===== config.mk =====
export PLATFORM = sky130hd
export DESIGN_NAME = bram_preload_ctrl
export DESIGN_NICKNAME = d
export VERILOG_FILES = /design/src/rtl/bram_preload_ctrl.sv
export SDC_FILE = /design/constraint.sdc
export NUM_CORES = 1
export LEC_CHECK = 0
export BUFFER_PORTS_ARGS = -buffer_cell sky130_fd_sc_hd__buf_2
export CAP_MARGIN = 20
export CORE_MARGIN = 3
export CORE_UTILIZATION = 48
export DETAILED_ROUTE_END_ITERATION = 8
export GPL_TIMING_DRIVEN = 0
export PLACE_DENSITY = 0.85
export SLEW_MARGIN = 20
export SYNTH_ARGS = -nofsm -noshare
export SYNTH_HDL_FRONTEND = slang
export SYNTH_SLANG_ARGS = --single-unit

===== constraint.sdc =====
create_clock -name CLK_i -period 2.2 [get_ports CLK_i]
set_input_delay 0.22 -clock CLK_i [delete_from_list [all_inputs] [get_ports CLK_i]]
set_output_delay 0.22 -clock CLK_i [all_outputs]
set_load 0.05 [all_outputs]

===== src/rtl/bram_preload_ctrl.sv =====
// Preload sequencer for one 36K TDP RAM/FIFO tile: streams words onto the PL_* bus,
// optionally reads each word back and flags the first mismatching address.
module bram_preload_ctrl #(
  parameter int RD_LAT = 2,
  parameter int ADDR_W = 10
) (
  input  logic              CLK_i,
  input  logic              RESET_i,
  input  logic              START_i,
  input  logic              ABORT_i,
  input  logic              VERIFY_i,
  input  logic [19:0]       RAM_ID_i,
  input  logic [ADDR_W-1:0] BASE_ADDR_i,
  input  logic [ADDR_W:0]   WORD_COUNT_i,
  input  logic              DIN_VALID_i,
  input  logic [35:0]       DIN_DATA_i,
  output logic              DIN_READY_o,
  output logic              PL_INIT_o,
  output logic              PL_ENA_o,
  output logic              PL_REN_o,
  output logic [1:0]        PL_WEN_o,
  output logic [31:0]       PL_ADDR_o,
  output logic [35:0]       PL_DATA_o,
  input  logic [35:0]       PL_DATA_i,
  output logic              BUSY_o,
  output logic              DONE_o,
  output logic              ERR_o,
  output logic [ADDR_W-1:0] ERR_ADDR_o,
  output logic [2:0]        DBG_STATE_o
);

  // DIN stream: a word transfers on every clock edge where DIN_VALID_i && DIN_READY_o;
  // DIN_READY_o never depends on DIN_VALID_i, and an offered word may be held indefinitely.

  typedef enum logic [2:0] {
    S_IDLE  = 3'd0,
    S_INIT  = 3'd1,
    S_WRITE = 3'd2,
    S_READ  = 3'd3,
    S_WAIT  = 3'd4,
    S_CHECK = 3'd5,
    S_FIN   = 3'd6
  } state_t;

  localparam logic [2:0]        WAIT_LAST = (RD_LAT > 1) ? 3'(RD_LAT - 2) : 3'd0;
  localparam logic [ADDR_W:0]   CNT_ONE   = {{ADDR_W{1'b0}}, 1'b1};
  localparam logic [ADDR_W-1:0] ADDR_ONE  = {{(ADDR_W-1){1'b0}}, 1'b1};

  state_t              state_q, state_d;
  logic [19:0]         ram_id_q, ram_id_d;
  logic [ADDR_W-1:0]   addr_q, addr_d;
  logic [ADDR_W:0]     cnt_q, cnt_d;
  logic                verify_q, verify_d;
  logic [35:0]         cmp_q, cmp_d;
  logic [2:0]          wait_q, wait_d;
  logic                err_q, err_d;
  logic [ADDR_W-1:0]   err_addr_q, err_addr_d;
  logic                do_adv;

  always_ff @(posedge CLK_i) begin
    if (RESET_i) begin
      state_q    <= S_IDLE;
      ram_id_q   <= '0;
      addr_q     <= '0;
      cnt_q      <= '0;
      verify_q   <= 1'b0;
      cmp_q      <= '0;
      wait_q     <= '0;
      err_q      <= 1'b0;
      err_addr_q <= '0;
    end else begin
      state_q    <= state_d;
      ram_id_q   <= ram_id_d;
      addr_q     <= addr_d;
      cnt_q      <= cnt_d;
      verify_q   <= verify_d;
      cmp_q      <= cmp_d;
      wait_q     <= wait_d;
      err_q      <= err_d;
      err_addr_q <= err_addr_d;
    end
  end

  always_comb begin
    state_d    = state_q;
    ram_id_d   = ram_id_q;
    addr_d     = addr_q;
    cnt_d      = cnt_q;
    verify_d   = verify_q;
    cmp_d      = cmp_q;
    wait_d     = wait_q;
    err_d      = err_q;
    err_addr_d = err_addr_q;
    do_adv     = 1'b0;

    case (state_q)
      S_IDLE: begin
        if (START_i && !ABORT_i) begin
          ram_id_d   = RAM_ID_i;
          addr_d     = BASE_ADDR_i;
          cnt_d      = WORD_COUNT_i;
          verify_d   = VERIFY_i;
          err_d      = 1'b0;
          err_addr_d = '0;
          state_d    = S_INIT;
        end
      end
      S_INIT: begin
        state_d = (cnt_q == '0) ? S_FIN : S_WRITE;
      end
      S_WRITE: begin
        if (DIN_VALID_i) begin
          cmp_d = DIN_DATA_i;
          if (verify_q) state_d = S_READ;
          else          do_adv  = 1'b1;
        end
      end
      S_READ: begin
        wait_d  = '0;
        state_d = (RD_LAT == 1) ? S_CHECK : S_WAIT;
      end
      S_WAIT: begin
        if (wait_q == WAIT_LAST) state_d = S_CHECK;
        else                     wait_d  = wait_q + 3'd1;
      end
      S_CHECK: begin
        // Only the first mismatch of a load is recorded.
        if ((PL_DATA_i != cmp_q) && !err_q) begin
          err_d      = 1'b1;
          err_addr_d = addr_q;
        end
        do_adv = 1'b1;
      end
      S_FIN: begin
        state_d = S_IDLE;
      end
      default: begin
        state_d = S_IDLE;
      end
    endcase

    if (do_adv) begin
      addr_d  = addr_q + ADDR_ONE;
      cnt_d   = cnt_q - CNT_ONE;
      state_d = (cnt_q == CNT_ONE) ? S_FIN : S_WRITE;
    end

    // Abort leaves error status intact so the loader can still inspect it.
    if (ABORT_i) begin
      state_d    = S_IDLE;
      err_d      = err_q;
      err_addr_d = err_addr_q;
    end
  end

  always_comb begin
    DIN_READY_o = (state_q == S_WRITE);
    PL_INIT_o   = (state_q == S_INIT);
    PL_REN_o    = (state_q == S_READ);
    PL_ENA_o    = (state_q == S_INIT) || (state_q == S_WRITE) || (state_q == S_READ) ||
                  (state_q == S_WAIT) || (state_q == S_CHECK);
    PL_WEN_o    = 2'b00;
    PL_DATA_o   = '0;
    if ((state_q == S_WRITE) && DIN_VALID_i) begin
      PL_WEN_o  = 2'b11;
      PL_DATA_o = DIN_DATA_i;
    end
    PL_ADDR_o   = (state_q == S_IDLE) ? 32'd0 : {ram_id_q, 12'(addr_q)};
    BUSY_o      = (state_q != S_IDLE);
    DONE_o      = (state_q == S_FIN);
    ERR_o       = err_q;
    ERR_ADDR_o  = err_addr_q;
    DBG_STATE_o = state_q;
  end

endmodule


==> flow_summary.ini <==
[clock_network]
cts.sinks = 95
clkTransAtPathRegs_ps = 100
cts_hold_buf = 0
cts-root-buf = clkbuf_8
clk_path_buf_depth = 2
cts_buffers = 9
cts_tree = done
clk_latency_ps = 370
htree_levels = 3

[setup_path]
max_stage_delay_ps = 340
path_max_fanout = 10
crit_slowest_cell = dfxtp_2
crit_family = buffers and inverters
crit_chain = buf_6 > nand4bb_4 > inv_6 > buf_2 > nand2_1 > inv_1 > clkbuf_4
cp-start-kind = flip-flop
path_buf_inv = 5
crit_type = reg2out
critPathRequiredTime_ps = 1980
critPathCaptureType = primary output
crit_arrival_ps = 1880

[timing]
slew_viol_final = 0
slew_headroom_pct = 31.71
hold_viol = 0
tightest_slew_ps = 1016
period_share_pct = 95.38
setup_viol = 0
finalSetupTns_ps = 0
fmax_mhz = 476.6
finalCriticalPeriod_ps = 2098
finClkSkew_ps = 10.45

[floorplan]
die_x_microns = 104.8
dieHeight_microns = 104.8
ios = 209
rows = 35
core_area_sq_um = 9371
initial_utilization_pct = 49.99
die_area_sq_um = 10980

[global_routing]
antenna_found_initial = 1
grt_pass1_vias = 4619
grt_max_degree = 19
gr-usage-all-layers_pct = 24.66
grt_pass1_wl_microns = 22000
grt-ovfl-total = 0

[yosys]
avgSynthCellArea_sq_um = 7.769
synth_seq_area_share_pct = 40.60
ys_warn_count = 0
async_reset_ff_share_pct = 0
syn-instance-count = 603
synth_flop_cell = dfxtp_1
netlist.area_leader.share_pct = 40.60
syn_area_sq_um = 4684
synth-seq-cells = 95
synth.largest_area_cell = dfxtp_1
synth_edf_count = 0
ys_top_cells_by_area = dfxtp_1 41%, nand2_1 10%, a21oi_1 7.9%, xor2_1 6.7%, and2_1 3.7%
ys_types = 55

[hold_path]
hp-class = in2reg

[detailed_routing]
drt_iter0_markers = 306
dr.pass1.iters = 5
num_vias = 4857
wl_microns = 13890
viasPerCell = 5.075
wire_per_inst_microns = 14.51
drtAntennaViolNets = 0
drcViolationCount = 0

[pwr]
p_leak_uw = 0.003185
power_density_nw_per_um2 = 565.3
peakVddDrop_uv = 415.1

[place]
dp_hpwl_microns = 10760
placedCellCount = 939
place_congestion = 0.8958
io_buffers = 206

[finish]
layout_common_cells = 204 x buf_2, 131 x nand2_1, 94 x dfxtp_1, 74 x a21oi_1, 44 x inv_1
area_growth_pct = 31.09
drive_above_1_share_pct = 31.44
finalNonFillerCells = 957
layout.nets = 947
final_common_cell = buf_2

[status]
status = finished, final reports clean

[run]
drv_cap = 0
power by group:
part / switching (uW) / leakage [uW] / internal [uW] / total (uW)
sequential: 44.9 / 0.000771 / 1770 / 1810
combinational: 334 / 0.00232 / 211 / 545
clock: 675 / 0.0000903 / 437 / 1110
total: 1050 / 0.00318 / 2420 / 3470
through the flow:
step           instance area [sq um]  util (%)  total power, uW  worst slack (ps)  hold WS (ps)
3_3_place_gp                    5887     62.82             2377            -76.23         438.2
6_report                        6141     65.53             3471             101.6         77.94
2_1_floorplan                   4695         -             2169             3.173         356.0
5_1_grt                         6141     65.53             3620            -2.893         60.86
3_5_place_dp                    5887     62.82             2384            -160.3         441.8
4_1_cts                         6095     65.03             3487             12.01         62.76
state kept, by name, indices dropped and copies added, names as in the netlist:
name         count
verify_q         1
cmp_q           36
ERR_ADDR_o      10
ERR_o            1
cnt_q           11
ram_id_q        20
wait_q           3
addr_q          10
DBG_STATE_o      3
cell type report:
type	count	area (sq um)
timing repair buffer	208	1076
buffer	34	171.4
sequential	95	1903
tap	129	161.4
inverter	47	185.2
fill	860	3231
clock inverter	7	63.81
clock buffer	9	123.9
multi-input combinational	427	2454
antenna	1	2.502
worst reg2reg max path, stage by stage (launching register included):
cell,delay (ps)
dfxtp_1,400
buf_2,250
nor3_4,90
buf_4,170
nand3b_1,220
clkbuf_1,440
o311ai_0,230
a31oi_1,200
synth_stat cells (all sizes together), types with 2 or more instances:
cell type / count
nor3b: 3
o21ai: 11
a32oi: 3
a31oi: 3
o2bb2ai: 10
nand2: 132
a222oi: 3
buf: 16
ha: 6
and2: 29
a221oi: 3
dfxtp: 95
nor4: 13
nand3b: 3
mux2i: 2
inv: 47
clkbuf: 19
a21oi: 74
nand4: 2
nor2b: 2
nor3: 12
nand3: 9
and3: 4
o21a: 2
nand2b: 13
and3b: 2
nor2: 30
xor2: 36
a22oi: 3
or4: 2
o211ai: 2
metal layers:
layer  global-route usage [%]  vias up  wire length, microns  part of all wire, %
li1                         -     2446                     -                    -
met1                    33.32     2203                  5946                   43
met2                    39.60      182                  6718                   48
met3                    4.262       26                   910                  6.6
met4                    8.903        0                   312                  2.2
met5                        0        -                     0                    0
kinds of logic after synthesis:
| logic type | Yosys count | synth area share, % |
|---|---|---|
| AO/OA/AOI/OAI | 121 | 15.60 |
| XOR/XNOR | 36 | 6.731 |
| adder cells (fa/ha/maj) | 6 | 1.603 |
| buffers and inverters | 82 | 7.265 |
| flip-flops | 95 | 40.60 |
| multiplexers | 3 | 0.6677 |
| other | 1 | 0.08005 |
| AND/OR/NAND/NOR | 259 | 27.46 |
timing repair:
| item | in CTS | in global routing |
|---|---|---|
| setup endpoints to repair | 66 | 44 |
| resized for setup | 5 | 21 |
| pin swaps | 2 | 0 |
| buffers inserted | 2 | 0 |
path summary, 6_finish.rpt:
path                                     start             to  slack, ps  cells after the start
worst min-delay path              RAM_ID_i[10]   ram_id_q[10]         80                      3
worst max-delay path            DBG_STATE_o[0]  PL_DATA_o[23]        100                      7
worst max register to register  DBG_STATE_o[1]       cnt_q[8]        140                      7
worst min register to register     ram_id_q[2]    ram_id_q[2]        460                      2
Note: power is estimated with default switching activity, not from simulation.
